**src/rtl/intg_pkg.sv**
```systemverilog
// Shared definitions for the integrator controller and datapath: state
// encoding, default window timing and the datapath widths.
package intg_pkg;

  typedef enum logic [2:0] {
    ST_IDLE  = 3'd0,
    ST_CLEAR = 3'd1,
    ST_ACCUM = 3'd2,
    ST_DONE  = 3'd3,
    ST_GAP   = 3'd4
  } intg_state_e;

  localparam int WIN_LEN_DEF = 4;
  localparam int GAP_LEN_DEF = 2;

  // Constant-multiplier product and accumulator sum widths
  localparam int PROD_W = 9;
  localparam int SUM_W  = 13;

endpackage

```
**src/rtl/intg_mod_counter.sv**
```systemverilog
// Loadable, enabled up-counter with a terminal-count flag; wraps naturally
// at 2**W. Load has priority over enable.
module intg_mod_counter #(
  parameter int W = 4
) (
  input  logic         CLK,
  input  logic         acc_rst2,
  input  logic         ld,
  input  logic [W-1:0] ld_val,
  input  logic         en,
  input  logic [W-1:0] tc_val,
  output logic [W-1:0] q,
  output logic         tc
);

  always_ff @(posedge CLK or posedge acc_rst2) begin
    if (acc_rst2) begin
      q <= '0;
    end else if (ld) begin
      q <= ld_val;
    end else if (en) begin
      q <= q + W'(1);
    end
  end

  assign tc = (q == tc_val);

endmodule

```
**src/rtl/intg_seq_ctrl.sv**
```systemverilog
// Integrator window sequencer: one-cycle accumulator clear, WIN_LEN accepted
// samples, one-cycle result flag, GAP_LEN idle cycles, repeat until stop.
module intg_seq_ctrl
  import intg_pkg::*;
#(
  parameter int WIN_LEN = WIN_LEN_DEF,
  parameter int GAP_LEN = GAP_LEN_DEF,
  parameter int CNT_W   = 4,
  parameter int WCNT_W  = 8
) (
  input  logic              CLK,
  input  logic              acc_rst2,
  input  logic              start,
  input  logic              stop,
  input  logic              sample_valid,
  output logic              acc_en,
  output logic              acc_clr,
  output logic              result_valid,
  output logic              busy,
  output logic [CNT_W-1:0]  sample_idx,
  output logic [WCNT_W-1:0] window_cnt
);

  localparam logic [CNT_W-1:0] SAMP_TC = CNT_W'(WIN_LEN - 1);
  localparam logic [CNT_W-1:0] GAP_TC  = CNT_W'((GAP_LEN > 0) ? GAP_LEN - 1 : 0);

  intg_state_e state, state_nxt;

  logic             samp_ld;
  logic             samp_tc;
  logic             gap_ld;
  logic             gap_en;
  logic             gap_tc;
  logic [CNT_W-1:0] gap_cnt_unused;

  always_ff @(posedge CLK or posedge acc_rst2) begin
    if (acc_rst2) begin
      state <= ST_IDLE;
    end else begin
      state <= state_nxt;
    end
  end

  // Stop has priority over every other transition out of a non-idle state
  always_comb begin
    state_nxt = state;
    acc_en    = 1'b0;
    samp_ld   = 1'b0;
    gap_ld    = 1'b0;
    gap_en    = 1'b0;
    case (state)
      ST_IDLE: begin
        if (start && !stop) state_nxt = ST_CLEAR;
      end
      ST_CLEAR: begin
        samp_ld   = 1'b1;
        state_nxt = stop ? ST_IDLE : ST_ACCUM;
      end
      ST_ACCUM: begin
        acc_en = sample_valid & ~stop;
        if (stop)                   state_nxt = ST_IDLE;
        else if (acc_en && samp_tc) state_nxt = ST_DONE;
      end
      ST_DONE: begin
        gap_ld = 1'b1;
        if (stop)             state_nxt = ST_IDLE;
        else if (GAP_LEN > 0) state_nxt = ST_GAP;
        else                  state_nxt = ST_CLEAR;
      end
      ST_GAP: begin
        gap_en = 1'b1;
        if (stop)        state_nxt = ST_IDLE;
        else if (gap_tc) state_nxt = ST_CLEAR;
      end
      default: state_nxt = ST_IDLE;
    endcase
  end

  intg_mod_counter #(.W(CNT_W)) u_samp_cnt (
    .CLK      (CLK),
    .acc_rst2 (acc_rst2),
    .ld       (samp_ld),
    .ld_val   ('0),
    .en       (acc_en),
    .tc_val   (SAMP_TC),
    .q        (sample_idx),
    .tc       (samp_tc)
  );

  // Gap position is only consumed through its terminal-count flag
  intg_mod_counter #(.W(CNT_W)) u_gap_cnt (
    .CLK      (CLK),
    .acc_rst2 (acc_rst2),
    .ld       (gap_ld),
    .ld_val   ('0),
    .en       (gap_en),
    .tc_val   (GAP_TC),
    .q        (gap_cnt_unused),
    .tc       (gap_tc)
  );

  always_ff @(posedge CLK or posedge acc_rst2) begin
    if (acc_rst2) begin
      window_cnt <= '0;
    end else if (state == ST_DONE) begin
      window_cnt <= window_cnt + WCNT_W'(1);
    end
  end

  assign acc_clr      = (state == ST_CLEAR);
  assign result_valid = (state == ST_DONE);
  assign busy         = (state != ST_IDLE);

endmodule

```
**config.mk**
```make
export PLATFORM = sky130hd
export DESIGN_NAME = intg_seq_ctrl
export DESIGN_NICKNAME = d
export VERILOG_FILES = /design/src/rtl/intg_pkg.sv /design/src/rtl/intg_mod_counter.sv /design/src/rtl/intg_seq_ctrl.sv
export SDC_FILE = /design/constraint.sdc
export NUM_CORES = 1
export LEC_CHECK = 0
export ABC_AREA = 1
export CAP_MARGIN = 20
export CORE_MARGIN = 3
export CORE_UTILIZATION = 50
export CTS_CLUSTER_SIZE = 16
export DETAILED_ROUTE_END_ITERATION = 8
export GPL_TIMING_DRIVEN = 0
export PLACE_DENSITY_LB_ADDON = 0.05
export SYNTH_ARGS = -nofsm -noshare
export SYNTH_HDL_FRONTEND = slang
export SYNTH_SLANG_ARGS = --single-unit
```
**constraint.sdc**
```tcl
create_clock -name CLK -period 1.9 [get_ports CLK]
set_input_delay 0.19 -clock CLK [delete_from_list [all_inputs] [get_ports CLK]]
set_output_delay 0.19 -clock CLK [all_outputs]
set_load 0.02 [all_outputs]
```
# After elaboration in Yosys (flattened, before gate mapping)

Index checks and enable logic that the tools add are counted.

Register bits: 19
Logic and storage cells: 42

Add/sub/neg operators: 3
Equality and inequality tests: 9
Mux-type cells: 16
Bitwise logic cells: 2
Reduce and logical (&&, ||, !) cells: 8

Operator list:

| kind                                                                   | count |
|---|---|
| 3-bit 2-to-1 mux                                                       | 6 |
| 4-bit 2-to-1 mux                                                       | 4 |
| 3-bit one-hot mux with 5 select lines                                  | 1 |
| 4-bit by 1-bit adder with 4-bit output (second input constant)         | 2 |
| 8-bit by 1-bit adder with 8-bit output (second input constant)         | 1 |
| 3-bit by 2-bit equality test with 1-bit output (second input constant) | 2 |
| 3-bit inequality test (second input constant)                          | 2 |
| 4-bit by 1-bit equality test with 1-bit output (second input constant) | 1 |
| 4-bit by 2-bit equality test with 1-bit output (second input constant) | 1 |
| 1-bit 2-to-1 mux                                                       | 4 |
| 2-bit nonzero test                                                     | 2 |
| 3-bit by 1-bit equality test with 1-bit output (second input constant) | 1 |
| 3-bit equality test (second input constant)                            | 1 |
| 3-bit zero test                                                        | 1 |
| 3-bit AND reduction                                                    | 1 |
| 3-bit nonzero test                                                     | 1 |
| 1-bit logical AND                                                      | 2 |
| 2-bit 2-to-1 mux                                                       | 1 |
| 2-bit inequality test (second input constant)                          | 1 |
| 1-bit bitwise AND                                                      | 1 |
| 1-bit zero test                                                        | 1 |
| 1-bit inverter                                                         | 1 |

# Logic depth before layout (Yosys ltp)

Depth after elaboration: 6
Depth in mapped cells: 7
Depth with buffers taken out: 7

# Cells and area by module

A second synthesis with hierarchy kept.

Cells, all modules: 165
Area, all modules: 1,228.7 sq um

Modules (own cells, without submodules):

| module           | times used | cells an instance | area each (sq um) |
|---|---|---|---|
| intg_seq_ctrl    | 1          | 87                | 653.1 |
| intg_mod_counter | 2          | 39                | 287.8 |

# Least setup slack after synthesis

No wires, ideal clock.

Path kind: register to register
Start point: reg window_cnt[1]
End point: reg window_cnt[4]
Setup time: 0.122 ns
Arrival time: 1.042 ns
Required time: 1.778 ns
Slack: 0.736 ns
Stages on the path, launching flop included: 6
Path buffers: 0
Period minus slack after synthesis: 1.164 ns
Path through: dfrtp_1 > ha_1 > inv_1 > nor2_4 > nand2_1 > xor2_1

Word-level cells in the longest chain between the ends: 1

Ends and longest elaborated chain:

| item                                   | line                 | RTL |
|---|---|---|
| start: declaration                     | intg_seq_ctrl.sv:21  | `output logic [WCNT_W-1:0] window_cnt` |
| start signal: assignment               | intg_seq_ctrl.sv:106 | `window_cnt <= window_cnt + WCNT_W'(1);` |
| 8-bit by 1-bit adder with 8-bit output | intg_seq_ctrl.sv:106 |  |

No other way between the ends.
A chain may end at the register's enable or synchronous reset.

# Worst setup path in the final report

Start point: reg state[1]
End point: out busy

Word-level cells in the longest chain between the ends: 1

Ends and longest elaborated chain:

| item                     | line                 | RTL |
|---|---|---|
| start: declaration       | intg_seq_ctrl.sv:27  | `intg_state_e state, state_nxt;` |
| start signal: assignment | intg_seq_ctrl.sv:40  | `state <= state_nxt;` |
| 3-bit nonzero test       | intg_seq_ctrl.sv:112 | `assign busy = (state != ST_IDLE);` |
| end: declaration         | intg_seq_ctrl.sv:19  | `output logic busy,` |

No other way between the ends.

==> summary.txt <==
Outcome
  • Status: completed

Floorplanning
  • Ports: 21
  • Initial Utilization: 56.6%
  • Row count: 15
  • Full die area: 2690 um^2
  • Core Footprint: 1860 um^2
  • Die Y: 51.8 um
  • Die X: 51.8 um

Logic synthesis
  • Post-synth top cells: 40 x nand2_1, 19 x dfrtp_1, 18 x inv_1
  • FF+latch count, synth: 19
  • Seq/Total Area, Yosys: 45.2%
  • Count leader, synth: nand2_1
  • Area fraction in compound gates after synthesis: 4.17%
  • Synth Cell Area: 1050 um^2
  • Top FF cell, synth: dfrtp_1
  • Adder-cell share of the synthesized area: 4.76%
  • Mapped Nets: 142
  • Largest family of logic cells by synthesized area: simple AND/OR/NAND/NOR gates
  • Simple-Gate Fraction of Synth Area: 34.5%
  • Synthesized netlist cell count: 133
  • Synth area leader: dfrtp_1
  • Synth top area share: 45.2%
  • Post-synthesis mux area share: 0%
  • Number of flops mapped to enable cells by yosys: 0
  • FFs w/ async S/R, synth: 100%
  • Mean post-synth cell area: 7.90 um^2
  • Distinct cells, synth: 18
  • Synth area leaders: dfrtp_1 45%, nand2_1 14%, nand3_1 6.7%
  • Warning count from the yosys run: 0
  • Post-synthesis xor/xnor area fraction: 4.17%

Clock tree
  • CTS sink count: 19
  • CTS tree: yes
  • Post-CTS Hold Buffers: 0
  • Num CTS Buffers: 3
  • Skew-Pair Late Insertion Delay: 290 ps
  • Worst-path clk slew: 100 ps
  • Htree depth: 1
  • Clk buf depth: 2
  • Root buffer cell: clkbuf_4

Finish
  • Diodes inserted: 0
  • Layout cells sized above 1: 7.01%
  • Final nets: 167
  • Layout area overhead: 24.2%

Placed design
  • Routability cong.: 0.771
  • DP HPWL: 1620 um
  • Buffers added on ports: 20

Detailed routing
  • Vias per cell: 5.05
  • Drt drc: 0
  • Pre-antenna DRT Iters: 4
  • DR iter-0 viols: 10
  • Via count: 920
  • Routed WL: 2140 um
  • Antenna-violating nets left: 0
  • Routed WL per cell: 11.8 um

Timing
  • Final setup vio count: 0
  • Clock Skews: 3.66 ps
  • Slew headroom: 51.9%
  • Min Hold Slack: 309 ps
  • RSZ-0062 raised after global routing: false
  • Crit share post-route: 92.8%
  • Slew @ Worst Pin: 721 ps
  • Achievable Freq: 0.567 GHz
  • Period minus WS final: 1760 ps
  • Count of pins over their slew limit: 0
  • Setup TNS: 0 ps
  • Hold Vio Cnt, Final: 0

GRT
  • Number of global-route vias before repair: 834
  • All-Layer GR Usage: 18.7%
  • Largest net degree at the start of global routing: 20
  • First-pass GRT wire length: 3670 um
  • Remaining Overflow, GRT: 0
  • Initial antenna violation count: 0

Setup path
  • Critical Path Start Type: flip-flop
  • Setup crit end kind: output pin
  • Kind of critical path: flip-flop to output pin
  • Critical path data required time: 1710 ps
  • Crit path arrival time: 1570 ps
  • Crit path max fanout: 5

Pwr
  • VDD IR-drop max: 0.782 mV
  • Power per cell area: 1080 nW/um^2
  • Leakage: 0.657 nW

Run
  • Maxcap violations: 0

Hold path
  • HP Class: input pin to asynchronous set/reset pin
[worst paths after layout]
kind	cells past startpoint	slack, ps	end	from
worst min-delay path	2	310	window_cnt[4]	acc_rst2
max in group asynchronous	2	1140	state[0]	acc_rst2
min in group CLK	2	520	state[1]	stop
worst max-delay path	3	140	busy	state[1]
worst min register to register	2	540	window_cnt[6]	window_cnt[6]
worst max register to register	6	670	state[0]	state[0]
[worst max-delay path: stages, from the launching register on]
cell and delay [ps]:
dfrtp_1 450, nor2_1 200, nand2_1 90, clkdlybuf4s50_1 540
[sequential cells by signal (all words and copies together), names as in the netlist]
register and cells:
u_samp_cnt.q 4, window_cnt 8, u_gap_cnt.q 4, state 3
[logic make-up after synthesis]
family,count (synthesis)
adder cells (fa/ha/maj),4
XOR/XNOR,5
flip-flops,19
AO/OA/AOI/OAI,8
AND/OR/NAND/NOR,77
buffers and inverters,20
[layout by cell type (no fill, tap or decap)]
| master | n |
|---|---|
| a21oi_1 | 3 |
| clkbuf_1 | 1 |
| clkbuf_4 | 3 |
| clkdlybuf4s50_1 | 17 |
| dfrtp_1 | 19 |
| dlygate4sd2_1 | 3 |
| ha_1 | 4 |
| inv_1 | 18 |
| inv_2 | 2 |
| nand2_1 | 40 |
| nand3_1 | 14 |
| nand3_2 | 1 |
| nand3_4 | 1 |
| nand4_1 | 4 |
| nor2_1 | 12 |
| nor2_2 | 1 |
| nor2_4 | 3 |
| nor3_1 | 1 |
| o21ai_0 | 3 |
| o21bai_1 | 1 |
| o22ai_1 | 1 |
| xor2_1 | 5 |
[per-stage QoR]
step	total power (W)	worst slack (ps)	instances	area [um^2]	utilization, %
2_1_floorplan	0.000984	736	133	1050	-
3_3_place_gp	0.00120	-28.0	178	1280	69.0
3_5_place_dp	0.00122	-44.3	178	1280	69.0
4_1_cts	0.00142	114	182	1310	70.2
5_1_grt	0.00152	36.7	182	1310	70.2
6_report	0.00140	136	182	1310	70.2
[metal layers]
| layer | vias to the layer above | global-route usage (%) | part of all wire [%] |
|---|---|---|---|
| li1 | 466 | - | - |
| met1 | 433 | 23.8 | 48 |
| met2 | 17 | 30.3 | 48 |
| met3 | 4 | 4.30 | 2.7 |
| met4 | 0 | 7.86 | 1.8 |
| met5 | - | 0 | 0 |
[power by group]
group          switching, W  total, W  leakage (nW)  internal (W)
logic              0.000354  0.000601         0.385      0.000248
clock network      0.000119  0.000201        0.0150     0.0000817
registers          0.000113  0.000601         0.257      0.000488
[repair_timing]
action	CTS	global route
setup buffers	0	0
endpoints found under the setup margin	3	0
resized for setup	3	0
[layout make-up]
type | count | area (um^2)
Clock buffer | 4 | 26.3
Fill cell | 160 | 553
Inverter | 20 | 75.1
Multi-Input combinational cell | 94 | 500
Sequential cell | 19 | 475
Tap cell | 25 | 31.3
Timing Repair Buffer | 20 | 196
No activity file was read; power rests on OpenSTA's default activity.
